--- src/rtl/phys_reg_freelist_if.sv ---
// Shared sizing package and the rename/commit-side interface of the
// physical register free list.

package parameters;
  localparam int DISPATCH_WIDTH       = 2;
  localparam int PHYS_REGS            = 128;
  localparam int PHYS_REGS_ADDR_WIDTH = $clog2(PHYS_REGS);
endpackage

interface phys_reg_freelist_if;
  import parameters::*;

  logic [DISPATCH_WIDTH-1:0]                           alloc_req;
  logic                                                alloc_ready;
  logic [DISPATCH_WIDTH-1:0][PHYS_REGS_ADDR_WIDTH-1:0] alloc_preg;
  logic [DISPATCH_WIDTH-1:0]                           commit_alloc;
  logic [DISPATCH_WIDTH-1:0]                           free_en;
  logic [DISPATCH_WIDTH-1:0][PHYS_REGS_ADDR_WIDTH-1:0] free_preg;
  logic                                                flush;
  logic [PHYS_REGS_ADDR_WIDTH:0]                       free_count;

  // Rename/ROB side drives requests, commits, releases and flush
  modport master (
    output alloc_req, commit_alloc, free_en, free_preg, flush,
    input  alloc_ready, alloc_preg, free_count
  );

  // Free list answers with tags and occupancy
  modport slave (
    input  alloc_req, commit_alloc, free_en, free_preg, flush,
    output alloc_ready, alloc_preg, free_count
  );
endinterface

--- src/rtl/phys_reg_freelist.sv ---
// Circular free list of physical register tags with a speculative head
// (rename), a committed head (ROB commit) and a tail (released tags).
// A flush snaps the speculative head back to the committed head, which
// hands every squashed tag back in a single cycle.

module phys_reg_freelist
  import parameters::*;
(
  input  logic              clk,
  input  logic              rst_n,
  phys_reg_freelist_if.slave fl
);

  localparam int AW        = PHYS_REGS_ADDR_WIDTH;
  localparam int PW        = AW + 1;
  localparam int ARCH_REGS = 32;

  typedef logic [PW-1:0] ptr_t;
  typedef logic [AW-1:0] tag_t;

  tag_t entries [PHYS_REGS];
  ptr_t spec_head;
  ptr_t commit_head;
  ptr_t tail;

  ptr_t free_count;
  logic alloc_ready;
  logic alloc_fire;
  ptr_t n_alloc;
  ptr_t n_commit;
  ptr_t n_free;
  ptr_t rd_ptr;
  ptr_t wr_ptr;
  tag_t wr_idx [DISPATCH_WIDTH];
  logic [DISPATCH_WIDTH-1:0][AW-1:0] alloc_tags;
  logic [DISPATCH_WIDTH-1:0] zero_free;

  // Number of set bits strictly below lane 'lane' (lane = width gives the total)
  function automatic ptr_t count_below(input logic [DISPATCH_WIDTH-1:0] bits, input int lane);
    ptr_t n;
    n = '0;
    for (int i = 0; i < DISPATCH_WIDTH; i++) begin
      if (i < lane && bits[i]) n = n + ptr_t'(1);
    end
    return n;
  endfunction

  assign free_count  = tail - spec_head;
  assign alloc_ready = (free_count >= ptr_t'(DISPATCH_WIDTH));
  assign alloc_fire  = alloc_ready && !fl.flush;
  assign n_alloc     = count_below(fl.alloc_req, DISPATCH_WIDTH);
  assign n_commit    = count_below(fl.commit_alloc, DISPATCH_WIDTH);
  assign n_free      = count_below(fl.free_en, DISPATCH_WIDTH);

  assign fl.free_count  = free_count;
  assign fl.alloc_ready = alloc_ready;
  assign fl.alloc_preg  = alloc_tags;

  // Read tags for each lane: requesting lanes are compacted, idle lanes show entry[head+k]
  always_comb begin
    alloc_tags = '0;
    rd_ptr     = '0;
    for (int k = 0; k < DISPATCH_WIDTH; k++) begin
      if (fl.alloc_req[k]) rd_ptr = spec_head + count_below(fl.alloc_req, k);
      else                 rd_ptr = spec_head + ptr_t'(k);
      alloc_tags[k] = entries[rd_ptr[AW-1:0]];
    end
  end

  // Compacted write slots for released tags starting at the tail
  always_comb begin
    wr_ptr = '0;
    for (int k = 0; k < DISPATCH_WIDTH; k++) begin
      wr_ptr    = tail + count_below(fl.free_en, k);
      wr_idx[k] = wr_ptr[AW-1:0];
    end
  end

  // Tag storage: reset seeds the unmapped tags, released tags land at the tail
  always_ff @(posedge clk or negedge rst_n) begin
    if (!rst_n) begin
      for (int i = 0; i < PHYS_REGS; i++) begin
        entries[i] <= (i < PHYS_REGS - ARCH_REGS) ? tag_t'(ARCH_REGS + i) : '0;
      end
    end else begin
      for (int k = 0; k < DISPATCH_WIDTH; k++) begin
        if (fl.free_en[k]) entries[wr_idx[k]] <= fl.free_preg[k];
      end
    end
  end

  // Pointer updates: flush restores the speculative head past this cycle's commits
  always_ff @(posedge clk or negedge rst_n) begin
    if (!rst_n) begin
      spec_head   <= '0;
      commit_head <= '0;
      tail        <= ptr_t'(PHYS_REGS - ARCH_REGS);
    end else begin
      commit_head <= commit_head + n_commit;
      tail        <= tail + n_free;
      if (fl.flush)        spec_head <= commit_head + n_commit;
      else if (alloc_fire) spec_head <= spec_head + n_alloc;
    end
  end

  // Flag enabled lanes that try to release tag 0
  always_comb begin
    zero_free = '0;
    for (int k = 0; k < DISPATCH_WIDTH; k++) begin
      zero_free[k] = fl.free_en[k] && (fl.free_preg[k] == '0);
    end
  end

  a_tail_commit_span: assert property (@(posedge clk) disable iff (!rst_n)
    ptr_t'(tail - commit_head) <= ptr_t'(PHYS_REGS));
  a_commit_behind_spec: assert property (@(posedge clk) disable iff (!rst_n)
    ptr_t'(spec_head - commit_head) <= ptr_t'(PHYS_REGS));
  a_no_overflow: assert property (@(posedge clk) disable iff (!rst_n)
    free_count <= ptr_t'(PHYS_REGS));
  a_no_tag_zero_free: assert property (@(posedge clk) disable iff (!rst_n)
    zero_free == '0);

endmodule

--- src/flat_wrapper.sv ---
// flat-port wrapper written by rule: the top's interface ports become plain ports
module phys_reg_freelist_flat import parameters::*;
  (clk, rst_n, fl_alloc_req, fl_commit_alloc, fl_free_en, fl_free_preg, fl_flush, fl_alloc_ready, fl_alloc_preg, fl_free_count);
  phys_reg_freelist_if fl_i ();
  input  logic clk;
  input  logic rst_n;
  input wire logic [$bits(fl_i.alloc_req)-1:0] fl_alloc_req;
  input wire logic [$bits(fl_i.commit_alloc)-1:0] fl_commit_alloc;
  input wire logic [$bits(fl_i.free_en)-1:0] fl_free_en;
  input wire logic [$bits(fl_i.free_preg)-1:0] fl_free_preg;
  input wire logic [$bits(fl_i.flush)-1:0] fl_flush;
  output wire logic [$bits(fl_i.alloc_ready)-1:0] fl_alloc_ready;
  output wire logic [$bits(fl_i.alloc_preg)-1:0] fl_alloc_preg;
  output wire logic [$bits(fl_i.free_count)-1:0] fl_free_count;
  assign fl_i.alloc_req = fl_alloc_req;
  assign fl_i.commit_alloc = fl_commit_alloc;
  assign fl_i.free_en = fl_free_en;
  assign fl_i.free_preg = fl_free_preg;
  assign fl_i.flush = fl_flush;
  assign fl_alloc_ready = fl_i.alloc_ready;
  assign fl_alloc_preg = fl_i.alloc_preg;
  assign fl_free_count = fl_i.free_count;
  phys_reg_freelist u_core (.clk(clk), .rst_n(rst_n), .fl(fl_i));
endmodule
--- config.mk ---
export PLATFORM = sky130hd
export DESIGN_NAME = phys_reg_freelist_flat
export DESIGN_NICKNAME = d
export VERILOG_FILES = /design/src/rtl/phys_reg_freelist_if.sv /design/src/rtl/phys_reg_freelist.sv /design/src/flat_wrapper.sv
export SDC_FILE = /design/constraint.sdc
export NUM_CORES = 2
export LEC_CHECK = 0
export BUFFER_PORTS_ARGS = -buffer_cell sky130_fd_sc_hd__buf_2
export CELL_PAD_IN_SITES_DETAIL_PLACEMENT = 1
export CELL_PAD_IN_SITES_GLOBAL_PLACEMENT = 1
export CORE_MARGIN = 10
export CORE_UTILIZATION = 35
export CTS_BUF_LIST = sky130_fd_sc_hd__clkbuf_2
export CTS_CLUSTER_SIZE = 40
export DETAILED_ROUTE_END_ITERATION = 8
export PLACE_DENSITY = 0.63
export REMOVE_ABC_BUFFERS = 1
export SLEW_MARGIN = 10
export SYNTH_ARGS = -nofsm -noshare
export SYNTH_HDL_FRONTEND = slang
export SYNTH_SLANG_ARGS = --single-unit
--- constraint.sdc ---
create_clock -name clk -period 3.45 [get_ports clk]
set_input_delay 0.1725 -clock clk [delete_from_list [all_inputs] [get_ports clk]]
set_output_delay 0.1725 -clock clk [all_outputs]
set_load 0.1 [all_outputs]
==> results.md <==
## Synth
- adder and majority gate portion of the synthesized area: 0.5807%
- Ys Warns: 0
- number of enable flip-flop cells after synthesis: 0
- Synth Area in Simple Gates: 8.081%
- largest family of logic cells by synthesized area: multiplexers
- area fraction in compound gates after synthesis: 6.471%
- number of different library cells in the post-synthesis netlist: 71
- post-synthesis cell area: 61190 µm²
- Synth Instances: 5162
- fraction of synthesis flops using an asynchronous set or reset pin: 100.0%
- most common flop cell mapped by yosys: dfrtp_1
- xor and xnor fraction of the mapped netlist area: 0.4866%
- portion of netlist area occupied by mux cells: 42.29%
- register area share after synthesis: 38.38%
- Synth Area per Inst: 11.85 µm²
- #FFs+latches synth: 920

## Critical path
- longest individual stage delay on the worst path: 0.60 ns
- Critical Path Sink Type: output pin
- Req. time, crit path: 3.28 ns
- crit start category: register
- gate family responsible for the most delay along the worst path: buffers and inverters
- biggest fanout along the worst timing path: 9
- critical path start-end classification: reg -> out
- slowest cell on the critical path: mux4_2
- series of cell instances along the critical path: ha_4 > ha_4 > buf_12 > buf_16 > buf_16 > mux4_2 > mux4_2 > o22ai_1 > buf_4 > a211oi_2 > buf_6 > buf_12
- endpoint arrival time on the critical path: 5.07 ns
- combined buffer and inverter count along the critical path: 6

## Global routing
- wire length of the first global-routing pass: 371700 µm
- residual overflow from global routing: 0
- antenna violations before repair: 7
- total routing usage reported by global routing: 25.99%
- largest net degree at the start of global routing: 129
- vias in the first global route: 51650

## Hold path
- Tightest Hold Check Type: in -> reg

## Floorplan
- number of core rows: 153
- Die Y: 438.1 µm
- Core Region: 173800 µm²
- DIE WIDTH: 438.1 µm
- Starting Density: 35.20%
- die outline area: 192000 µm²
- count of boundary I/O pins: 46

## STA
- RSZ-0062 raised after global routing: yes
- min setup slack post-route: -1.791 ns
- transition at the pin with the smallest max-transition slack: 1.375 ns
- total count of hold-check failures in the final report: 0
- Layout Skew: 0.2255 ns
- Final Max Slew Viols: 0
- clock period minus worst slack: 5.241 ns
- endpoints failing setup: 22
- Hold WS: 0.1734 ns
- headroom to the max-slew limit: 8.343%
- upper clock frequency limit: 190.8 MHz
- ratio of final minimum period to clock period: 151.9%

## Clock tree
- number of sinks handled by clock tree synthesis: 920
- post-CTS clock slew at the launch and capture registers of the worst setup and hold paths: 0.12 ns
- buffer type at the clock tree root: clkbuf_2
- H-tree levels: 5
- insertion delay to the later sink of the worst-skew pair: 1.90 ns
- number of clock buffers inserted by TritonCTS: 290
- TritonCTS clock tree: built
- Max Root-Sink Buffers: 4

## Routing
- via density per instance: 6.028
- post-route ant nets: 0
- drt pass-1 iters: 7
- final routed DRC violation total: 0
- iteration-0 DRC count of the detailed router: 4407
- via total after detailed routing: 49300
- final wirelength: 257000 µm
- post-detailed-route wirelength per cell: 31.43 µm

## Cells and area
- core utilization of the finished layout: 42.34%
- total area of multi-input combinational cells: 37090 µm²
- fraction of layout instances using a drive strength above 1: 53.04%
- area taken by flip-flops and latches: 23500 µm²
- Area growth syn-to-layout: 20.28%
- fin nets: 5686
- fill cell count: 18630

## Place
- port buffer count: 45
- HPWL reported at the end of detailed placement: 166900 µm
- Setup WS pre-CTS: -0.4711 ns
- Routability Congestion: 0.9427

## Flow run
- max_cap viols: 0

## Status
- status: finished, violations left
- violations in the final reports: setup timing

## Pwr
- total power per unit cell area: 1061 nW/µm²
- sum of internal, switching and leakage power: 0.07808 W
- Max rail drop VDD: 1.469 mV
- Leak: 32.00 nW

[final timing paths]
check                                           startpoint  slack, ns                               to  cells past startpoint
setup / recovery           u_core.spec_head[0]$_DFFE_PN0P_      -1.79                 fl_alloc_preg[7]                     12
hold / removal                             fl_free_preg[0]       0.17     u_core.entries[63]$_DFF_PN0_                      6
setup reg to reg                  u_core.tail[3]$_DFF_PN0_       0.03    u_core.entries[314]$_DFF_PN1_                      8
hold reg to reg            u_core.commit_head[7]$_DFF_PN0_       0.48  u_core.commit_head[7]$_DFF_PN0_                      1
max in group asynchronous                            rst_n       1.46    u_core.entries[420]$_DFF_PN1_                      7
min in group asynchronous                            rst_n       0.79     u_core.entries[34]$_DFF_PN0_                      6
[metrics by stage]
stage          TNS (ns)  cells  area (µm²)
4_1_cts          -32.21   8127       72710
3_5_place_dp     -3.252   7459       66500
2_1_floorplan   -435.07   4690       59030
6_report         -29.43   8177       73600
5_1_grt          -33.27   8177       73600
3_3_place_gp     -5.295   7459       66490
[power by group]
part | leakage (nW) | internal, W | switching, W | total, W
sequential | 11.1 | 0.0160 | 0.00365 | 0.0196
clock | 1.96 | 0.00347 | 0.00551 | 0.00898
combinational | 18.9 | 0.0227 | 0.0267 | 0.0494
total | 32.0 | 0.0422 | 0.0359 | 0.0781
[per-layer routing]
layer / up-vias / track usage (%) / routed length [µm]
met5: - / 0 / 73
met4: 6 / 13.04 / 13880
met3: 575 / 5.675 / 18780
met2: 2074 / 41.11 / 118800
met1: 26300 / 33.52 / 105500
li1: 20340 / - / -
[flip-flops by register name (all words and copies together), names as in the netlist]
register / count
u_core.tail: 8
u_core.commit_head: 8
u_core.spec_head: 8
u_core.entries: 896
[cells in the final DEF, fill, tap and decap left out, types with 181 or more instances in the layout]
| master | Yosys | final |
|---|---|---|
| nor2_1 | 357 | 355 |
| mux2i_1 | 597 | 571 |
| o21ai_0 | 213 | 181 |
| mux4_2 | 434 | 434 |
| dfstp_2 | 370 | 370 |
| clkbuf_2 | 0 | 451 |
| mux2_2 | 888 | 887 |
| a21oi_1 | 315 | 303 |
| dfrtp_1 | 550 | 546 |
| buf_4 | 55 | 375 |
| nand2_1 | 421 | 402 |
[what timing repair did]
action | CTS | global route
endpoints found under the setup margin | 28 | 87
hold endpoints to repair | 1840 | 0
resized for setup | 295 | 127
hold buffers | 89 | 0
cloned | 21 | 4
pin swaps | 55 | 57
buffers inserted | 71 | 51
[Yosys cell counts (8+ instances only)]
cell	count	share of area (%)
mux2_2	888	16
mux2i_1	597	9.8
dfrtp_1	550	22
mux4_2	434	16
nand2_1	421	2.6
dfstp_2	370	16
nor2_1	357	2.2
a21oi_1	315	2.6
clkbuf_1	264	1.6
o21ai_0	213	1.7
buf_2	110	0.90
nor2_2	61	0.62
buf_4	55	0.67
nand3_1	45	0.37
nor3_1	40	0.33
buf_1	37	0.23
nor2_4	32	0.59
o221ai_1	28	0.40
inv_1	26	0.16
a31oi_1	24	0.25
ha_1	22	0.45
a32oi_1	19	0.27
nand2_2	19	0.19
o22ai_1	18	0.18
xnor2_1	18	0.26
a221oi_1	17	0.24
a2111oi_0	15	0.21
a32o_1	12	0.20
nand3_2	11	0.18
xor2_1	11	0.16
mux2_1	10	0.18
nor3_2	9	0.15
nand2b_1	8	0.082
[worst reg2reg max path, cell delays in order (launching register included)]
cell	delay, ns
dfrtp_1	0.43
buf_4	0.26
nand2b_1	0.45
buf_4	0.31
nor2_1	0.54
nand2_1	0.45
mux2i_1	0.21
dlygate4sd3_1	0.58
a21oi_1	0.15
[layout make-up]
type                       count  area share [%]
antenna                       11         0.03740
clock buffer                 451           3.067
clock inverter                45          0.2669
inverter                      30          0.1887
multi-input combinational   3741           50.39
sequential                   920           31.92
tap                         2325           3.952
timing repair buffer         654           10.17
[cell families after synthesis]
group,count (synthesis)
muxes,1930
xor gates and xnor gates,31
DFF,920
and+or+nand+nor,1060
buffers and inverters,502
AOI/OAI and AO/OA,693
adders and majority gates,26
No activity file was read; power rests on OpenSTA's default activity.
